[src/rtl/rtc_timer_bank.sv]
// Bank of independent up-counting timer channels with per-channel prescaler,
// clock or 1 Hz count source, one-shot / retrigger / free-running compare modes.
module rtc_timer_bank #(
  parameter int N_TIMERS        = 4,
  parameter int TIMER_WIDTH     = 17,
  parameter int PRESCALER_WIDTH = 8,
  parameter int SEC_CNT_WIDTH   = 15,
  localparam int CH_W           = (N_TIMERS > 1) ? $clog2(N_TIMERS) : 1
) (
  input  logic                            clk_i,
  input  logic                            rst_i,
  input  logic                            sec_sync_i,
  input  logic [9:0]                      sec_init_i,
  output logic                            sec_tick_o,
  input  logic                            cfg_update_i,
  input  logic [CH_W-1:0]                 cfg_ch_i,
  input  logic                            cfg_enable_i,
  input  logic [1:0]                      cfg_mode_i,
  input  logic                            cfg_src_i,
  input  logic [PRESCALER_WIDTH-1:0]      cfg_prescale_i,
  input  logic [TIMER_WIDTH-1:0]          cfg_target_i,
  input  logic [N_TIMERS-1:0]             irq_mask_i,
  input  logic [N_TIMERS-1:0]             pending_clr_i,
  output logic [N_TIMERS*TIMER_WIDTH-1:0] value_o,
  output logic [N_TIMERS-1:0]             running_o,
  output logic [N_TIMERS-1:0]             event_o,
  output logic [N_TIMERS-1:0]             pending_o,
  output logic                            irq_o
);

  typedef enum logic [1:0] {
    MODE_ONESHOT = 2'b00,
    MODE_RETRIG  = 2'b01,
    MODE_FREE    = 2'b10,
    MODE_RSVD    = 2'b11
  } mode_e;

  // Shared sub-second counter; its all-ones state is the 1 Hz tick.
  logic [SEC_CNT_WIDTH-1:0] sec_cnt_q;

  always_ff @(posedge clk_i) begin
    if (rst_i) begin
      sec_cnt_q <= '0;
    end else if (sec_sync_i) begin
      sec_cnt_q <= {sec_init_i, {(SEC_CNT_WIDTH-10){1'b0}}};
    end else begin
      sec_cnt_q <= sec_cnt_q + SEC_CNT_WIDTH'(1);
    end
  end

  assign sec_tick_o = (sec_cnt_q == {SEC_CNT_WIDTH{1'b1}}) && !sec_sync_i;

  // cfg_update_i is a single-cycle write strobe with no back-pressure: the
  // addressed channel takes the new configuration on the next edge.
  for (genvar k = 0; k < N_TIMERS; k++) begin : g_ch
    logic                       running_q;
    mode_e                      mode_q;
    logic                       src_q;
    logic [PRESCALER_WIDTH-1:0] presc_q;
    logic [PRESCALER_WIDTH-1:0] presc_cnt_q;
    logic [TIMER_WIDTH-1:0]     target_q;
    logic [TIMER_WIDTH-1:0]     value_q;
    logic                       event_q;
    logic                       pending_q;

    logic upd, src_evt, tick, match, is_free, is_oneshot, evt_set;

    assign upd        = cfg_update_i && (cfg_ch_i == CH_W'(k));
    assign src_evt    = src_q ? sec_tick_o : 1'b1;
    assign tick       = running_q && src_evt && (presc_cnt_q == presc_q);
    assign match      = (value_q == target_q);
    assign is_free    = (mode_q == MODE_FREE);
    assign is_oneshot = (mode_q != MODE_RETRIG) && !is_free;
    // A tick coinciding with a reconfiguration of this channel is dropped.
    assign evt_set    = tick && match && !upd;

    always_ff @(posedge clk_i) begin
      if (rst_i) begin
        running_q   <= 1'b0;
        mode_q      <= MODE_ONESHOT;
        src_q       <= 1'b0;
        presc_q     <= '0;
        presc_cnt_q <= '0;
        target_q    <= '0;
        value_q     <= '0;
        event_q     <= 1'b0;
      end else if (upd) begin
        running_q   <= cfg_enable_i;
        mode_q      <= mode_e'(cfg_mode_i);
        src_q       <= cfg_src_i;
        presc_q     <= cfg_prescale_i;
        presc_cnt_q <= '0;
        target_q    <= cfg_target_i;
        value_q     <= '0;
        event_q     <= 1'b0;
      end else begin
        event_q <= evt_set;
        if (running_q && src_evt) begin
          if (presc_cnt_q == presc_q) presc_cnt_q <= '0;
          else                        presc_cnt_q <= presc_cnt_q + PRESCALER_WIDTH'(1);
        end
        if (tick) begin
          if (is_free || !match) begin
            value_q <= value_q + TIMER_WIDTH'(1);
          end else begin
            value_q <= '0;
            if (is_oneshot) running_q <= 1'b0;
          end
        end
      end
    end

    // Set wins over a simultaneous clear.
    always_ff @(posedge clk_i) begin
      if (rst_i) pending_q <= 1'b0;
      else       pending_q <= (pending_q && !pending_clr_i[k]) || evt_set;
    end

    assign value_o[k*TIMER_WIDTH +: TIMER_WIDTH] = value_q;
    assign running_o[k] = running_q;
    assign event_o[k]   = event_q;
    assign pending_o[k] = pending_q;
  end

  always_ff @(posedge clk_i) begin
    if (rst_i) irq_o <= 1'b0;
    else       irq_o <= |(pending_o & irq_mask_i);
  end

endmodule

[config.mk]
export PLATFORM = sky130hd
export DESIGN_NAME = rtc_timer_bank
export DESIGN_NICKNAME = d
export VERILOG_FILES = /design/src/rtl/rtc_timer_bank.sv
export SDC_FILE = /design/constraint.sdc
export NUM_CORES = 1
export LEC_CHECK = 0
export CELL_PAD_IN_SITES_DETAIL_PLACEMENT = 0
export CELL_PAD_IN_SITES_GLOBAL_PLACEMENT = 1
export CORE_ASPECT_RATIO = 1.4
export CORE_UTILIZATION = 42
export CTS_BUF_LIST = sky130_fd_sc_hd__clkbuf_4 sky130_fd_sc_hd__clkbuf_8 sky130_fd_sc_hd__clkbuf_16
export DETAILED_ROUTE_END_ITERATION = 6
export PLACE_DENSITY_LB_ADDON = 0.12
export REMOVE_ABC_BUFFERS = 1
export SYNTH_ARGS = -nofsm -noshare
export SYNTH_HDL_FRONTEND = slang
export SYNTH_SLANG_ARGS = --single-unit
[constraint.sdc]
create_clock -name clk_i -period 3.5 [get_ports clk_i]
set_input_delay 0.525 -clock clk_i [delete_from_list [all_inputs] [get_ports clk_i]]
set_output_delay 0.525 -clock clk_i [all_outputs]
set_load 0.005 [all_outputs]
==> metrics.csv <==
stage,metric,value,unit
clock_tree,Post-CTS Setup Bufs,0,
sta,final setup TNS,0,ns
yosys,"FF+latch count, synth",240,
sta,final worst path period share,84.8,%
grt,initial antenna violation count,0,
worst_hold_path,Worst Hold Depth,2,
yosys,Most used DFF post-synth,dfxtp_1,
clock_tree,buffer depth of the longest clock path,3,
setup_path,Crit Path Max Fanout,8,
power,Clk pwr share,44.3,%
clock_tree,CTS tree,built,
sta,final worst path period need,2.97,ns
route,first-pass iteration count of the detailed router,7,
clock_tree,H-tree depth,1,
grt,GRT overflow,0,
placement,hpwl dp,21.7,mm
setup_path,reg2reg end,g_ch[3].value_q[12],
floorplan,total die area,27100,um^2
layout,area delta synth->final,21.8,%
setup_path,crit-path cells,ha_1 -> nand3_1 -> or4_1 -> a211oi_4 -> nand2_1 -> o31ai_1 -> nor2_1,
yosys,area fraction of the dominant cell type after synthesis,43.3,%
clock_tree,hold_buf cts,0,
sta,pin slew with the least headroom to its limit,0.892,ns
grt,first-pass GRT wire length,49.5,mm
floorplan,Starting Density,42.7,%
setup_path,Crit path required time,3.88,ns
yosys,"count leader, synth",nand2_1,
clock_tree,"CTS clk-pin slew, worst paths",0.06,ns
yosys,"Async S/R FF share, synth",0,%
power,switching share of power,23.8,%
floorplan,Die Y,194,um
worst_hold_path,hold_sp,g_ch[2].mode_q[1],
yosys,yosys warns,0,
route,Iter 0 DRT Violations,487,
yosys,synthesized area,11100,um^2
route,DR vias,9544,
setup_path,critical path type,reg -> reg,
yosys,most common library cells after synthesis,"nand2_1, dfxtp_1, a21oi_1, nor2_1, xnor2_1",
floorplan,Ports,135,
route,wire per inst,17.2,um
placement,gp weighted congestion,0.809,
layout,post-layout util,52.0,%
sta,"Slew Viols, Final",0,
setup_path,Worst Path Buf+Inv,0,
yosys,largest cells by area after synthesis,"dfxtp_1, nand2_1, xnor2_1, a21oi_1, xor2_1",
clock_tree,clk_lat worst skew,0.52,ns
grt,grt met2 use,40.4,%
setup_path,CP Capture Type,flop,
yosys,cell taking the most area after synthesis,dfxtp_1,
outcome,status,finished with violations,
route,DRC,1,
setup_path,reg-to-reg critical path startpoint,sec_cnt_q[0],
setup_path,CP top delay family,simple AND/OR/NAND/NOR gates,
placement,Buffers on Ports,134,
power,Comb pwr share,8.5,%
grt,grt peak-use layer,met2,
yosys,part of the Yosys area used for sequential elements,43.3,%
sta,setup violation total in the final timing report,0,
power,Power Density,444,nW/um^2
power,"IR drop worst, VDD",339,uV
clock_tree,# clock sinks,240,
power,Psw,1430,uW
floorplan,core box area,26000,um^2
worst_hold_path,worst hold path class,reg -> reg,
yosys,post-synth cell types,59,
grt,met3 Use GR,2.86,%
setup_path,Worst Reg-to-Reg Cells,7,
worst_hold_path,Hold EP,g_ch[2].mode_q[1],
route,final wirelength,30.9,mm
outcome,failing checks,DRC,
layout,ratio of cells with drive above 1 in the final layout,5.63,%
yosys,Syn Inst Count,1348,
layout,n_diodes,0,
clock_tree,Root Buffer,clkbuf_16,
grt,Total GRT Usage,22.9,%
sta,max_slew headroom,40.1,%
floorplan,die width,139,um
power,Int Pwr,4580,uW
sta,RSZ-0062 raised after global routing,false,
setup_path,startpoint class of the critical path,flop,
grt,largest net degree at the start of global routing,84,
setup_path,CP max stage cell,or4_1,
power,Flop pwr share,47.2,%
clock_tree,post-CTS sizing,0,
grt,met1 usage in global routing,29.3,%
layout,NumNets Final,1525,
sta,final hold violations,0,
setup_path,"slowest stage delay, CP",0.82,ns
power,Leak Pwr,0.00489,uW
setup_path,critical path arrival,3.35,ns
setup_path,Crit path depth,7,
yosys,Post-synth EDFFs,0,
clock_tree,Inserted Clock Buffers,25,
floorplan,row count,70,
flow_run,Max-Cap Viols,0,
route,routed vias/inst,5.31,
route,antenna-violating nets left,0,
setup_path,worst reg-to-reg setup slack,0.53,ns
yosys,Syn Area/Cell,8.23,um^2
grt,number of global-route vias before repair,9021,
sta,Max Clock Freq,0.337,GHz
sta,Fin Clk Skew,0.0110,ns
==> logic make-up (layout without fill, tap and decap cells) <==
kind of cell / count (synthesis) / after routing / synth area share [%]
flops: 240 / 240 / 43.3
xor+xnor: 169 / 169 / 13.3
buf+inv: 97 / 222 / 3.81
simple gates: 591 / 591 / 24.6
compound gates: 221 / 221 / 12.0
fa+ha+maj: 13 / 13 / 1.47
mux: 17 / 17 / 1.54
==> metal layers <==
layer  part of all wire, %  vias up
met5                     0        -
met4                   1.7        0
met3                   4.2       29
met2                    50      193
met1                    44     4503
li1                      -     4819
==> worst max path at each step <==
stage	startpoint	to	slack, ns
finish	sec_cnt_q[0]	g_ch[3].value_q[12]	0.53
global route	sec_cnt_q[0]	g_ch[3].value_q[15]	0.29
CTS	sec_cnt_q[0]	g_ch[3].value_q[12]	0.52
detailed placement	sec_sync_i	g_ch[3].value_q[12]	0.18
global placement	sec_sync_i	g_ch[3].value_q[15]	0.17
floorplan	cfg_ch_i[0]	g_ch[0].value_q[0]	0.05
==> per-stage QoR <==
stage | hold slack, ns | cells | area, um^2 | setup slack, ns | power [uW]
after floorplan | 0.430 | 1273 | 10800 | 0.0533 | 3150
after global placement | 0.442 | 1756 | 12700 | 0.166 | 3410
after detailed placement | 0.449 | 1756 | 12700 | 0.183 | 3410
after CTS | 0.451 | 1797 | 13500 | 0.520 | 6080
after global routing | 0.478 | 1797 | 13500 | 0.285 | 6250
final | 0.456 | 1797 | 13500 | 0.531 | 6010
==> flip-flops by register name (all words and copies together), names as in the netlist <==
name / cells
g_ch.target_q: 68
g_ch.value_q: 68
g_ch.presc_cnt_q: 32
g_ch.presc_q: 32
sec_cnt_q: 15
g_ch.mode_q: 8
g_ch.event_q: 4
g_ch.pending_q: 4
g_ch.running_q: 4
g_ch.src_q: 4
irq_o: 1
==> layout by cell type (no fill, tap or decap), types with 3 or more instances in the layout <==
| cell | instances |
|---|---|
| o21a_1 | 3 |
| clkbuf_8 | 5 |
| nor2b_1 | 5 |
| clkinv_2 | 4 |
| xor2_1 | 78 |
| and4_1 | 10 |
| a211oi_1 | 4 |
| or3_1 | 8 |
| a31oi_1 | 4 |
| nand2b_1 | 6 |
| a32oi_1 | 4 |
| clkdlybuf4s50_1 | 133 |
| o31ai_1 | 6 |
| buf_4 | 25 |
| nor3b_1 | 8 |
| and2_1 | 7 |
| ha_1 | 13 |
| clkbuf_4 | 5 |
| a21o_1 | 3 |
| a22o_1 | 8 |
| clkbuf_16 | 25 |
| a22oi_1 | 6 |
| nor2_1 | 104 |
| o21ai_0 | 20 |
| and3_1 | 27 |
| nand2_1 | 268 |
| a21oi_1 | 138 |
| nor4_1 | 15 |
| xnor2_1 | 91 |
| nand3_1 | 49 |
| mux2i_1 | 16 |
| nor3_1 | 20 |
| or2_2 | 5 |
| o21ai_1 | 5 |
| inv_1 | 22 |
| o41ai_1 | 3 |
| nand4_1 | 45 |
| dfxtp_1 | 240 |
| o2bb2ai_1 | 3 |
| nand3b_1 | 4 |
==> worst min-delay path, stage by stage (launching register included) <==
cell and delay, ns:
dfxtp_1 0.31, nand2_1 0.05, a21oi_1 0.05
==> power groups by stage <==
| stage | clock network, uW | registers (uW) | logic [uW] |
|---|---|---|---|
| finish | 2660 | 2840 | 509 |
| global route | 2840 | 2840 | 560 |
| CTS | 2730 | 2840 | 512 |
| detailed placement | 0 | 2900 | 510 |
| global placement | 0 | 2900 | 507 |
| floorplan | 0 | 2890 | 260 |
==> layout make-up <==
class	count	area (um^2)
fillers	2533	12500
multi-input cells	1011	5880
flip-flops and latches	240	4800
repair buffers	159	1540
clock buffers	35	732
well taps	324	405
inverters	22	82.6
clock inverters	6	80.1
(Power assumes the default switching activity.)
